<file path="src/rtl/v68k_alu_pkg.sv">
// Shared encodings for the v68k multiply/divide unit.
// Op codes and sequencer state enum.
package v68k_alu_pkg;

    localparam logic [1:0] OP_MULU = 2'd0;
    localparam logic [1:0] OP_MULS = 2'd1;
    localparam logic [1:0] OP_DIVU = 2'd2;
    localparam logic [1:0] OP_DIVS = 2'd3;

    typedef enum logic [1:0] {
        IDLE,
        PREP,
        ITER,
        FIX
    } state_t;

endpackage

</file>
<file path="src/rtl/muldiv_unit.sv">
// Radix-2 sequential MULU/MULS/DIVU/DIVS for the v68k execution stage.
// One shared accumulator; 68000-style results and NZVC flags.
module muldiv_unit
    import v68k_alu_pkg::*;
#(
    parameter int bits = 16
) (
    input  logic              clk,
    input  logic              reset_n,
    input  logic              start,
    input  logic [1:0]        op,
    input  logic [bits-1:0]   a,
    input  logic [2*bits-1:0] b,
    output logic              busy,
    output logic              done,
    output logic [2*bits-1:0] result,
    output logic              c,
    output logic              z,
    output logic              v,
    output logic              n,
    output logic              div_zero
);

    localparam int CW = $clog2(bits + 1);
    localparam logic [bits-1:0] QLIM = {1'b1, {(bits-1){1'b0}}};

    state_t state, state_nx;

    logic [1:0]        op_q;
    logic [bits-1:0]   a_q;
    logic [2*bits-1:0] b_q;
    logic [2*bits:0]   acc;
    logic [CW-1:0]     cnt;
    logic [bits-1:0]   dvs;
    logic              neg_q, neg_r, big, ovf_q;

    logic is_div, is_sgn;
    assign is_div = op_q[1];
    assign is_sgn = op_q[0];

    logic [bits-1:0]   mag_a, mag_m;
    logic [2*bits-1:0] mag_d;
    logic              skip_now;

    always_comb begin
        mag_a = (is_sgn && a_q[bits-1]) ? -a_q : a_q;
        mag_m = (is_sgn && b_q[bits-1]) ? -b_q[bits-1:0] : b_q[bits-1:0];
        mag_d = (is_sgn && b_q[2*bits-1]) ? -b_q : b_q;
        skip_now = is_div && ((a_q == '0) ||
                   (op_q == OP_DIVU && b_q[2*bits-1:bits] >= a_q));
    end

    logic [bits:0]   msum, trial;
    logic [2*bits:0] mul_nx, sh, div_nx;

    always_comb begin
        msum   = {1'b0, acc[2*bits-1:bits]} + {1'b0, dvs};
        mul_nx = acc[0] ? {1'b0, msum, acc[bits-1:1]} : {1'b0, acc[2*bits:1]};
        sh     = {acc[2*bits-1:0], 1'b0};
        trial  = sh[2*bits:bits] - {1'b0, dvs};
        div_nx = (sh[2*bits:bits] >= {1'b0, dvs}) ?
                 {trial, sh[bits-1:1], 1'b1} : sh;
    end

    logic [2*bits-1:0] mres;
    logic [bits-1:0]   quo, rem, quo_m, rem_m;
    logic              late_ovf;

    always_comb begin
        quo_m = acc[bits-1:0];
        rem_m = acc[2*bits-1:bits];
        mres  = neg_q ? -acc[2*bits-1:0] : acc[2*bits-1:0];
        quo   = neg_q ? -quo_m : quo_m;
        rem   = neg_r ? -rem_m : rem_m;
        // Negative quotients may reach magnitude 2^(bits-1), positives may not.
        late_ovf = is_div && is_sgn &&
                   (big || (neg_q ? (quo_m > QLIM) : quo_m[bits-1]));
    end

    always_ff @(posedge clk or negedge reset_n) begin
        if (!reset_n) state <= IDLE;
        else          state <= state_nx;
    end

    always_comb begin
        state_nx = state;
        unique case (state)
            IDLE: if (start) state_nx = PREP;
            PREP: state_nx = skip_now ? FIX : ITER;
            ITER: if (cnt == CW'(bits - 1)) state_nx = FIX;
            FIX:  state_nx = IDLE;
        endcase
    end

    assign busy = (state != IDLE);
    assign c    = 1'b0;

    always_ff @(posedge clk or negedge reset_n) begin
        if (!reset_n) begin
            op_q     <= '0;
            a_q      <= '0;
            b_q      <= '0;
            acc      <= '0;
            cnt      <= '0;
            dvs      <= '0;
            neg_q    <= 1'b0;
            neg_r    <= 1'b0;
            big      <= 1'b0;
            ovf_q    <= 1'b0;
            done     <= 1'b0;
            result   <= '0;
            z        <= 1'b0;
            v        <= 1'b0;
            n        <= 1'b0;
            div_zero <= 1'b0;
        end else begin
            done <= 1'b0;
            unique case (state)
                IDLE: if (start) begin
                    op_q     <= op;
                    a_q      <= a;
                    b_q      <= b;
                    div_zero <= 1'b0;
                end
                PREP: begin
                    dvs   <= is_div ? mag_a : mag_a;
                    neg_q <= is_sgn &&
                             (a_q[bits-1] ^ (is_div ? b_q[2*bits-1] : b_q[bits-1]));
                    neg_r <= is_sgn && is_div && b_q[2*bits-1];
                    big   <= mag_d[2*bits-1:bits] >= mag_a;
                    cnt   <= '0;
                    ovf_q <= skip_now && (a_q != '0);
                    acc   <= is_div ? {1'b0, mag_d} : {1'b0, {bits{1'b0}}, mag_m};
                    if (is_div && a_q == '0) div_zero <= 1'b1;
                end
                ITER: begin
                    acc <= is_div ? div_nx : mul_nx;
                    cnt <= cnt + CW'(1);
                end
                FIX: begin
                    done <= 1'b1;
                    if (div_zero) begin
                        result <= b_q;
                        n <= 1'b0; z <= 1'b0; v <= 1'b0;
                    end else if (ovf_q || late_ovf) begin
                        result <= b_q;
                        n <= 1'b0; z <= 1'b0; v <= 1'b1;
                    end else if (is_div) begin
                        result <= {rem, quo};
                        n <= quo[bits-1];
                        z <= (quo == '0);
                        v <= 1'b0;
                    end else begin
                        result <= mres;
                        n <= mres[2*bits-1];
                        z <= (mres == '0);
                        v <= 1'b0;
                    end
                end
            endcase
        end
    end

endmodule

</file>
<file path="config.mk">
export PLATFORM = sky130hd
export DESIGN_NAME = muldiv_unit
export DESIGN_NICKNAME = d
export VERILOG_FILES = /design/src/rtl/v68k_alu_pkg.sv /design/src/rtl/muldiv_unit.sv
export SDC_FILE = /design/constraint.sdc
export NUM_CORES = 1
export LEC_CHECK = 0
export ABC_CLOCK_PERIOD_IN_PS = 4900
export CAP_MARGIN = 20
export CORE_MARGIN = 5
export CORE_UTILIZATION = 45
export DETAILED_ROUTE_END_ITERATION = 10
export GPL_TIMING_DRIVEN = 0
export HOLD_SLACK_MARGIN = 0.06
export PLACE_DENSITY = 0.69
export SLEW_MARGIN = 20
export SYNTH_ARGS = -nofsm -noshare
export SYNTH_HDL_FRONTEND = slang
export SYNTH_SLANG_ARGS = --single-unit
</file>
<file path="constraint.sdc">
create_clock -name clk -period 4.9 [get_ports clk]
set_input_delay 1.47 -clock clk [delete_from_list [all_inputs] [get_ports clk]]
set_output_delay 1.47 -clock clk [all_outputs]
set_load 0.02 [all_outputs]
</file>
### After elaboration in Yosys (flattened, before gate mapping)

Cells that the tools add are included.

| word-level totals | value |
|---|---|
| register bits | 147 |
| latch bits | 0 |
| memory bits (writable) | 0 |
| ROM bits | 0 |
| output and inout bits | 39 |
| word-level logic and storage cells | 97 |
| memories kept | 0 |

| operators by class | value |
|---|---|
| add/subtract/negate cells | 9 |
| $mul | 0 |
| div/mod/pow operators | 0 |
| order comparisons | 4 |
| eq/ne operators | 8 |
| shifts and indexed selects | 0 |
| mux-type cells | 33 |
| bitwise logic cells | 1 |
| reductions and logical operators | 25 |

Operator list:

| cell | number |
|---|---|
| 2-to-1 mux 32 bit | 7 |
| 2-to-1 mux 33 bit | 2 |
| one-hot mux 33 bit (2 select lines) | 1 |
| 2-to-1 mux 16 bit | 4 |
| negation 16 bit | 4 |
| negation 32 bit | 2 |
| greater-or-equal comparator 16 bit | 2 |
| logical NOT 16 bit | 2 |
| logical NOT 32 bit | 1 |
| adder 16 x 16 -> 17 bit | 1 |
| greater-or-equal comparator 17 x 16 -> 1 bit | 1 |
| subtractor 17 x 16 -> 17 bit | 1 |
| > comparator 16 bit, second input constant | 1 |
| nonzero test 16 bit | 1 |
| 2-to-1 mux 1 bit | 14 |
| logical AND 1 bit | 11 |
| one-hot mux 5 bit (2 select lines) | 1 |
| one-hot mux 2 bit (4 select lines) | 1 |
| == test 2 bit, second input constant | 3 |
| inequality test 2 bit, second input constant | 3 |
| nonzero test 2 bit | 3 |
| adder 5 x 1 -> 5 bit, second input constant | 1 |
| == test 5 x 4 -> 1 bit, second input constant | 1 |
| 2-to-1 mux 2 bit | 2 |
| other kinds (7) | 10 |

### Logic depth before layout (Yosys ltp)

Gate-level depths: netlist of the first run.

| logic depth | value |
|---|---|
| word-level depth | 7 |
| mapped depth | 16 |
| gate-level depth less buffers | 16 |

### Worst setup path before layout of the first run

Ideal clock, no wire load.

| timing path | value |
|---|---|
| path kind | reg-to-reg |
| start point | reg b_q[9] |
| end point | reg big |
| library setup time | 0.131 ns |
| arrival time | 3.112 ns |
| data required time | 4.769 ns |
| slack | 1.656 ns |
| stages on the path, launching flop included | 16 |
| path through | dfrtp_1 or4_4 or3_1 buf_6 nor2_1 a21oi_1 xnor2_1 ha_1 nand2b_1 a21o_1 a21o_1 a21oi_1 o21ai_0 a211oi_1 or3_1 a31oi_1 |

| on the way | value |
|---|---|
| longest elaborated chain between the ends | 3 |

Ends and longest elaborated chain:

| item | RTL line | RTL |
|---|---|---|
| from (decl) | muldiv_unit.sv:31 | `logic [2*bits-1:0] b_q;` |
| from (signal assigned) | muldiv_unit.sv:102 | `b_q <= '0;` |
| from (signal assigned) | muldiv_unit.sv:122 | `b_q <= b;` |
| negation 32 bit | muldiv_unit.sv:48 | `mag_d = (is_sgn && b_q[2*bits-1]) ? -b_q : b_q;` |
| 2-to-1 mux 32 bit | muldiv_unit.sv:48 |  |
| greater-or-equal comparator 16 bit | muldiv_unit.sv:130 | `big <= mag_d[2*bits-1:bits] >= mag_a;` |
| to (signal assigned) | muldiv_unit.sv:130 |  |
| to (decl) | muldiv_unit.sv:35 | `logic neg_q, neg_r, big, ovf_q;` |

No other way between the ends.
A chain may end at the register's enable or synchronous reset.

### Worst setup path after layout of the first run

| timing path | value |
|---|---|
| start point | reg acc[0] |
| end point | reg result[26] |

| on the way | value |
|---|---|
| longest elaborated chain between the ends | 7 |
| elaborated cells on any way between the ends | 10 |

Ends and longest elaborated chain:

| item | RTL line | RTL |
|---|---|---|
| from (decl) | muldiv_unit.sv:32 | `logic [2*bits:0] acc;` |
| from (signal assigned) | muldiv_unit.sv:133 | `acc <= is_div ? {1'b0, mag_d} : {1'b0, {bits{1'b0}}, mag_m};` |
| from (signal assigned) | muldiv_unit.sv:137 | `acc <= is_div ? div_nx : mul_nx;` |
| branches (longest 5 deep; another with negation 32 bit) | - |  |
| 2-to-1 mux 32 bit * | muldiv_unit.sv:145 | `end else if (ovf_q \|\| late_ovf) begin` |
| 2-to-1 mux 32 bit * | muldiv_unit.sv:142 | `if (div_zero) begin` |
| to (signal assigned) | muldiv_unit.sv:143 | `result <= b_q;` |
| to (signal assigned) | muldiv_unit.sv:146 | `result <= b_q;` |
| to (signal assigned) | muldiv_unit.sv:149 | `result <= {rem, quo};` |
| to (decl) | muldiv_unit.sv:16 | `output logic [2*bits-1:0] result,` |

Mark *: on every way between the ends.

==> results of run 1 <==
-- state kept, by name (all words and copies together) (netlist names) --
name / flops
a_q: 16
acc: 33
b_q: 32
big: 1
cnt: 5
div_zero: 1
done: 1
dvs: 16
n: 1
neg_q: 1
neg_r: 1
op_q: 2
ovf_q: 1
result: 32
state: 2
v: 1
z: 1
-- cell type report --
| type | instances | area share |
|---|---|---|
| antenna | 1 | 0.0001889 |
| buffer | 75 | 0.02229 |
| clock buffer | 17 | 0.03212 |
| clock inverter | 15 | 0.01332 |
| inverter | 76 | 0.02154 |
| multi-input combinational | 995 | 0.5312 |
| sequential | 147 | 0.2777 |
| tap | 330 | 0.03117 |
| timing repair buffer | 91 | 0.07047 |
-- cells in the mapped netlist, drive strengths merged (12+ instances only) --
| cell type | instances | area share |
|---|---|---|
| dfrtp | 147 | 0.33 |
| nand2 | 122 | 0.041 |
| nor2 | 91 | 0.030 |
| o21ai | 88 | 0.039 |
| a21oi | 79 | 0.035 |
| mux2 | 77 | 0.077 |
| ha | 75 | 0.083 |
| inv | 73 | 0.024 |
| xnor2 | 73 | 0.057 |
| clkbuf | 59 | 0.020 |
| o211ai | 42 | 0.028 |
| nand3 | 33 | 0.015 |
| a21o | 26 | 0.017 |
| xor2 | 24 | 0.019 |
| nor3 | 23 | 0.010 |
| a31oi | 22 | 0.012 |
| mux2i | 19 | 0.017 |
| buf | 17 | 0.0069 |
| or3 | 15 | 0.0083 |
| nand2b | 12 | 0.0066 |
| nor4 | 12 | 0.0085 |
| o31ai | 12 | 0.0084 |
-- kinds of logic (layout without fill, tap and decap cells) --
logic type,Yosys count,in the layout,synth area share
flip-flops,147,147,0.3257
buffers and inverters,152,274,0.05174
adder cells (fa/ha/maj),77,77,0.08664
XOR/XNOR,97,97,0.07523
AO/OA/AOI/OAI,362,362,0.2116
multiplexers,96,96,0.09362
other,1,2,0.0003321
AND/OR/NAND/NOR,362,362,0.1551
-- worst max-delay path: stages (launching register included) --
cell and delay (ps):
dfrtp_1 390, clkbuf_1 270, inv_1 510, ha_1 350, nor4b_2 420, nand4_1 230
a21o_1 240, a31oi_1 320, nor2b_1 170, clkbuf_1 380, clkbuf_1 540, o211ai_1 310
a31oi_1 260
-- how the worst max path moves through the flow --
stage            endpoint  slack [ps]
2_1_floorplan         big        1660
3_3_place_gp       a_q[9]       -3760
3_5_place_dp   result[26]         320
4_1_cts        result[26]         270
5_1_grt        result[26]         170
6_report       result[26]         420
-- per-layer routing --
layer / track usage / wire length, um
met3: 0.05776 / 3719
met5: 0 / 0
met1: 0.3926 / 17090
met2: 0.4060 / 16550
met4: 0.1179 / 1666
-- through the flow --
stage,utilization,worst slack [ps],cell area [sq um],setup TNS (ps),hold slack (ps)
final,0.5306,418.5,13250,0,510.2
after global routing,0.5305,174.9,13240,0,527.8
after CTS,0.5304,269.3,13240,0,516.4
after detailed placement,0.5063,320.4,12640,0,497.7
after global placement,0.5050,-3764,12610,-551230,491.3
after floorplan,-,1656,11290,0,478.6
-- what timing repair did --
| action | CTS | global route |
|---|---|---|
| setup buffers | 0 | 0 |
| setup endpoints to repair | 0 | 2 |
| hold buffers | 0 | 0 |
| hold endpoints to repair | 0 | 0 |
==> impl_results.md, run 1 <==
- Startpoint types: flip-flop
- Die area: 28,370 sq um
- Post-synthesis sequential area ratio: 0.3257
- Crit end category: flip-flop
- Largest net degree at the start of global routing: 84
- Layout cells sized above 1: 0.09322
- Sequential cell area: 3679 sq um
- Syn nets: 1,424
- CTS Buf Count: 17
- EDFF count, synth: 0
- Row count: 58
- Most frequent cells in the layout: dfrtp_1, nand2_1, nor2_1
- Final setup viols: 0
- Clk slew on worst S/H paths: 80 ps
- WP data required: 5270 ps
- Htree depth: 4
- Final Critical Period: 4481 ps
- R2R Path Start: acc[0]
- Dpl hpwl: 29.83 mm
- WL/cell: 22.34 um
- #FFs+latches synth: 147
- Max Fclk: 223.1 MHz
- Sink Count: 147
- RePlAce Congestion: 1.025
- Final nets: 1,533
- Layout Cells excl Fill: 1,747
- Placed Cells: 1,715
- Multi-input logic area: 7036 sq um
- DRC errors left: 0
- Hold Vio Cnt, Final: 0
- Layout area overhead: 17.28%
- Worst slew pin tran: 820.1 ps
- Root Buffer: clkbuf_16
- Distinct cells, synth: 80
- First-pass GRT wire length: 61.50 mm
- R2r setup slk: 420 ps
- # IOs: 92
- Max-Cap Viols: 0
- CORE AREA: 24,960 sq um
- Worst setup path class: flip-flop to flip-flop
- Initial antenna violation count: 0
- Commonest non-fill, non-tap cell in the layout: dfrtp_1
- Final count of pins violating max slew: 0
- HP Start: v
- Clock skew: 20.33 ps
- Routed vias: 10,740
- Hold path depth: 1
- DRT Wirelength: 39.03 mm
- Clock buffer depth: 2
- Slew headroom: 0.4533
- R2r endpoint: result[26]
- CTS tree: built
- Synthesized area: 11,290 sq um
- DRT antenna net count: 0
- HP Class: flip-flop to flip-flop
- Fillers: 2,353
- Largest fanout on the critical path: 13
- Hold Path Sink: v
- Drt pass-1 iters: 7
- Clock latency on the worst-skew pair: 450 ps
- Synth Flop Type: dfrtp_1
- Initial drt markers: 1,382
- Global-route usage over all layers: 0.2757
- Crit path from: acc[0]
- Die X: 168.4 um
- Via density: 6.148
- Synthesized instance count: 1,294
- DIE HEIGHT: 168.4 um
- Final Cycle Share: 0.9146
- Worst Path Arrival: 4850 ps
- Syn avg cell area: 8.727 sq um
- Vias in the first global route: 10,570
- Total gr overflow: 0
- Ys async rst share: 1.000
- Initial core utilization: 0.4524
- Status: finished clean
- Port Buf Inserts: 90
- Reg2reg path depth: 12
- Post_cts resized: 0
- Yosys warns: 0
- RSZ-0062 raised after global routing: false
Power of run 1 is not shown: default switching activity piles up to over one toggle a cycle in this logic, so the estimate is an artifact.
==> inputs of run 2 (changes only) <==
--- a/config.mk
+++ b/config.mk
@@ -7,6 +7,7 @@
 export LEC_CHECK = 0
 export ABC_CLOCK_PERIOD_IN_PS = 4900
 export CAP_MARGIN = 20
+export CORE_ASPECT_RATIO = 0.8
 export CORE_MARGIN = 5
 export CORE_UTILIZATION = 45
 export DETAILED_ROUTE_END_ITERATION = 10
==> impl_results.md, run 2 (synthesized netlist as in run 1, its figures left out) <==
- Status: complete, but fails checks
- Failing checks: setup timing
- # IOs: 92
- WL/cell: 23.62 um
- Max FFs per register: 33
- Diode count: 0
- Final Cycle Share: 1.015
- Max Fclk: 201.1 MHz
- Clock latency on the worst-skew pair: 450 ps
- DRT antenna net count: 0
- DP Area: 12,620 sq um
- Design area: 13,260 sq um
- DIE HEIGHT: 151.7 um
- R2R Path Start: acc[0]
- Port Buf Inserts: 90
- Initial core utilization: 0.4609
- Die area: 28,380 sq um
- Multi-input logic area: 7030 sq um
- DRC errors left: 0
- Layout area overhead: 17.37%
- Max-Cap Viols: 0
- Initial antenna violation count: 0
- Crit path from: acc[0]
- Fin Setup TNS: -128.8 ps
- Routed vias: 11,040
- Final nets: 1,534
- CP endpoint: result[20]
- Slew headroom: 0.2988
- Sequential cell area: 3679 sq um
- CORE AREA: 24,500 sq um
- Min setup slack post-route: -72.86 ps
- Dpl hpwl: 31.35 mm
- R2r endpoint: result[20]
- First-pass GRT wire length: 62.11 mm
- Largest fanout on the critical path: 10
- Largest reg by FF count: acc
- Sink Count: 147
- R2r setup slk: -70 ps
- Crit end category: flip-flop
- RePlAce Congestion: 0.9833
- Commonest non-fill, non-tap cell in the layout: dfrtp_1
- Clk slew on worst S/H paths: 80 ps
- Via density: 6.362
- Fillers: 2,232
- Worst slew pin tran: 1044 ps
- Initial drt markers: 1,545
- Total gr overflow: 0
- Global-route usage over all layers: 0.2831
- Layout cells sized above 1: 0.09315
- Worst Path Arrival: 5340 ps
- Hold Vio Cnt, Final: 0
- Biggest regs: acc: 33 flops, b_q: 32 flops, result: 32 flops
- Root Buffer: clkbuf_16
- Htree depth: 4
- Reg2reg path depth: 13
- WP data required: 5270 ps
- Drt pass-1 iters: 6
- DRT Wirelength: 40.98 mm
- Row count: 51
- CTS Buf Count: 17
- Most frequent cells in the layout: dfrtp_1, nand2_1, nor2_1
- Pre-CTS setup slack: 15.35 ps
- Startpoint types: flip-flop
- HP Start: cnt[0]
- HP Class: flip-flop to flip-flop
- CTS tree: built
- Final Critical Period: 4973 ps
- Min Hold Slack: 510.3 ps
- Die X: 187.1 um
- Largest net degree at the start of global routing: 89
- RSZ-0062 raised after global routing: false
- Hold Buf Count CTS: 0
- Vias in the first global route: 10,300
- Clock skew: 17.29 ps
- Worst setup path class: flip-flop to flip-flop
- Clock buffer depth: 2
- Final count of pins violating max slew: 0
- Final setup viols: 3
run 2: changes by cell type in the layout (fill, tap and decap cells not counted):
cell	change
clkbuf_2	+1
clkinv_8	+3
diode_2	-1
inv_12	+2
inv_6	-1
inv_8	-4
nor3_1	+1
nor3_2	-1
run 2: repair_timing:
| action | 4_1_cts | 5_1_grt |
|---|---|---|
| endpoints found under the setup margin | 1 | 0 |
| gates resized for setup | 1 | 0 |
| buffers inserted | 0 | 0 |
run 2: stage by stage:
step / utilization / cells
finish: 0.5410 / 1735
global route: 0.5410 / 1735
CTS: 0.5410 / 1735
detailed placement: 0.5152 / 1703
global placement: 0.5139 / 1702
floorplan: - / 1294
run 2: final cells by class:
| cell class | instances | share of cell area |
|---|---|---|
| Sequential cell | 147 | 0.2775 |
| Multi-Input combinational cell | 995 | 0.5304 |
| Buffer | 76 | 0.02265 |
| Tap cell | 318 | 0.03002 |
| Inverter | 76 | 0.02152 |
| Clock inverter | 15 | 0.01539 |
| Clock buffer | 17 | 0.03209 |
| Timing Repair Buffer | 91 | 0.07042 |
run 2: worst min path at each step:
stage,end,slack [ps],depth (start not counted)
2_1_floorplan,cnt[0],480,1
4_1_cts,result[11],510,1
3_5_place_dp,result[7],500,1
3_3_place_gp,v,490,1
5_1_grt,result[11],530,1
6_report,cnt[0],510,1
run 2: per-layer routing:
metal	wire [um]	vias up	track usage
met2	16510	750	0.4006
met4	1079	0	0.07613
met5	0	-	0
li1	-	4913	-
met3	5338	92	0.08200
met1	18050	5283	0.4208
run 2: worst max-delay path, stage by stage, from the launching register on:
cell and delay (ps):
dfrtp_1 400, clkbuf_1 300, inv_1 260, clkbuf_1 550, ha_1 340, nor4b_2 560, nand4_1 320, a21o_1 260
a31oi_1 390, nor2b_1 190, clkbuf_1 340, clkbuf_2 410, nand3_1 320, a31oi_1 250
Power of run 2 is left out for the same reason.
==> inputs of run 3 (changes only) <==
--- a/config.mk
+++ b/config.mk
@@ -14,6 +14,7 @@
 export GPL_TIMING_DRIVEN = 0
 export HOLD_SLACK_MARGIN = 0.06
 export PLACE_DENSITY = 0.69
+export REMOVE_ABC_BUFFERS = 1
 export SLEW_MARGIN = 20
 export SYNTH_ARGS = -nofsm -noshare
 export SYNTH_HDL_FRONTEND = slang
==> impl_results.md, run 3 (synthesized netlist as in run 1, its figures left out) <==
- DRT Wirelength: 34.76 mm
- Final Critical Period: 4447 ps
- Layout cells sized above 1: 0.1048
- CP max-delay cell: dfrtp_1
- Final count of pins violating max slew: 0
- WP data required: 5240 ps
- Layout area overhead: 15.77%
- Met3 routed WL: 3.179 mm
- Status: finished clean
- Max Used Layer: met4
- R2R Path Start: acc[0]
- WL/cell: 20.89 um
- Initial antenna violation count: 0
- CTS tree: built
- Sink Count: 147
- Most frequent cells in the layout: dfrtp_1, nand2_1, nor2_1
- RePlAce Congestion: 0.9318
- Biggest regs: acc: 33 flops, b_q: 32 flops, result: 32 flops
- Commonest non-fill, non-tap cell in the layout: dfrtp_1
- Max FFs per register: 33
- Clock latency on the worst-skew pair: 440 ps
- Initial drt markers: 1,030
- HP Class: flip-flop to flip-flop
- Met2 wire length: 14.80 mm
- Hold Vio Cnt, Final: 0
- Max-Cap Viols: 0
- Final Cycle Share: 0.9074
- RSZ-0062 raised after global routing: false
- Row count: 51
- Max Fclk: 224.9 MHz
- Startpoint types: flip-flop
- Largest reg by FF count: acc
- CP Cell Sequence: inv_1 -> ha_1 -> nor4b_2 -> nand3_1 -> nor2_1 -> nand2_1 -> o21a_1 -> o32ai_1 -> a41oi_1 -> o41ai_2
- Worst slew pin tran: 1146 ps
- Clk slew on worst S/H paths: 70 ps
- Slew headroom: 0.2301
- Reg2reg path depth: 10
- Clock buffer depth: 2
- Diode count: 0
- Port Buf Inserts: 90
- CP endpoint: z
- Largest fanout on the critical path: 20
- Crit end category: flip-flop
- CORE AREA: 24,500 sq um
- Largest net degree at the start of global routing: 78
- Via density: 6.105
- CP bufs+invs: 1
- DIE HEIGHT: 151.7 um
- Htree depth: 4
- Root Buffer: clkbuf_16
- CTS Buf Count: 17
- Die X: 187.1 um
- Die area: 28,380 sq um
- DRC errors left: 0
- Post_cts resized: 0
- Worst Path Arrival: 4780 ps
- Total gr overflow: 0
- DRT antenna net count: 0
- First-pass GRT wire length: 53.96 mm
- Worst setup path class: flip-flop to flip-flop
- CP delay by family, top: simple AND/OR/NAND/NOR gates
- Crit path from: acc[0]
- Min Hold Slack: 505.9 ps
- Global-route usage over all layers: 0.2403
- Placed Cells: 1,632
- Drt pass-1 iters: 5
- Hold path depth: 1
- Final nets: 1,463
- Clock skew: 14.18 ps
- Setup bufs post-CTS: 0
- Fin Setup TNS: 0 ps
- R2r setup slk: 450 ps
- Hold Buf Count CTS: 0
- Dpl hpwl: 25.94 mm
- R2r endpoint: z
- Vias in the first global route: 9,410
- Metal1 wirelength: 16.38 mm
- Routed vias: 10,160
- # IOs: 92
- Final setup viols: 0
- Crit. path cell count: 10
- Layout Cells excl Fill: 1,664
- Initial core utilization: 0.4609
- CP max stage delay: 750 ps
-- run 3: cell types whose count changed in the layout (fill, tap and decap cells not counted), sizes merged --
| cell | delta |
|---|---|
| clkinv | -3 |
| clkbuf | -58 |
| inv | +1 |
| bufinv | +1 |
| buf | -12 |
-- run 3: how the worst min path moves through the flow --
stage,from,to,slack [ps]
final,result[18],result[18],510
after global routing,result[5],result[5],520
after CTS,result[2],result[2],510
after detailed placement,result[2],result[2],500
after global placement,result[3],result[3],490
after floorplan,cnt[0],cnt[0],480
-- run 3: cell type report --
type / count / area (sq um)
flip-flops and latches: 147 / 3684
well taps: 318 / 397.9
multi-input cells: 995 / 7063
repair buffers: 96 / 1040
fillers: 2245 / 11430
clock buffers: 18 / 439.2
inverters: 76 / 285.3
clock inverters: 14 / 165.2
-- run 3: per-stage QoR --
stage          area [sq um]  utilization  worst slack, ps
2_1_floorplan         10990            -             1627
3_3_place_gp          12290       0.5017            -3793
3_5_place_dp          12470       0.5088            590.2
4_1_cts               13070       0.5335            569.9
5_1_grt               13070       0.5335            228.3
6_report              13070       0.5335            453.5
-- run 3: metal layers --
layer	track usage	vias to the layer above
met2	0.3548	434
met5	0	-
met3	0.05451	32
met1	0.3621	4917
met4	0.04656	0
li1	-	4776
Power of run 3 is left out for the same reason.
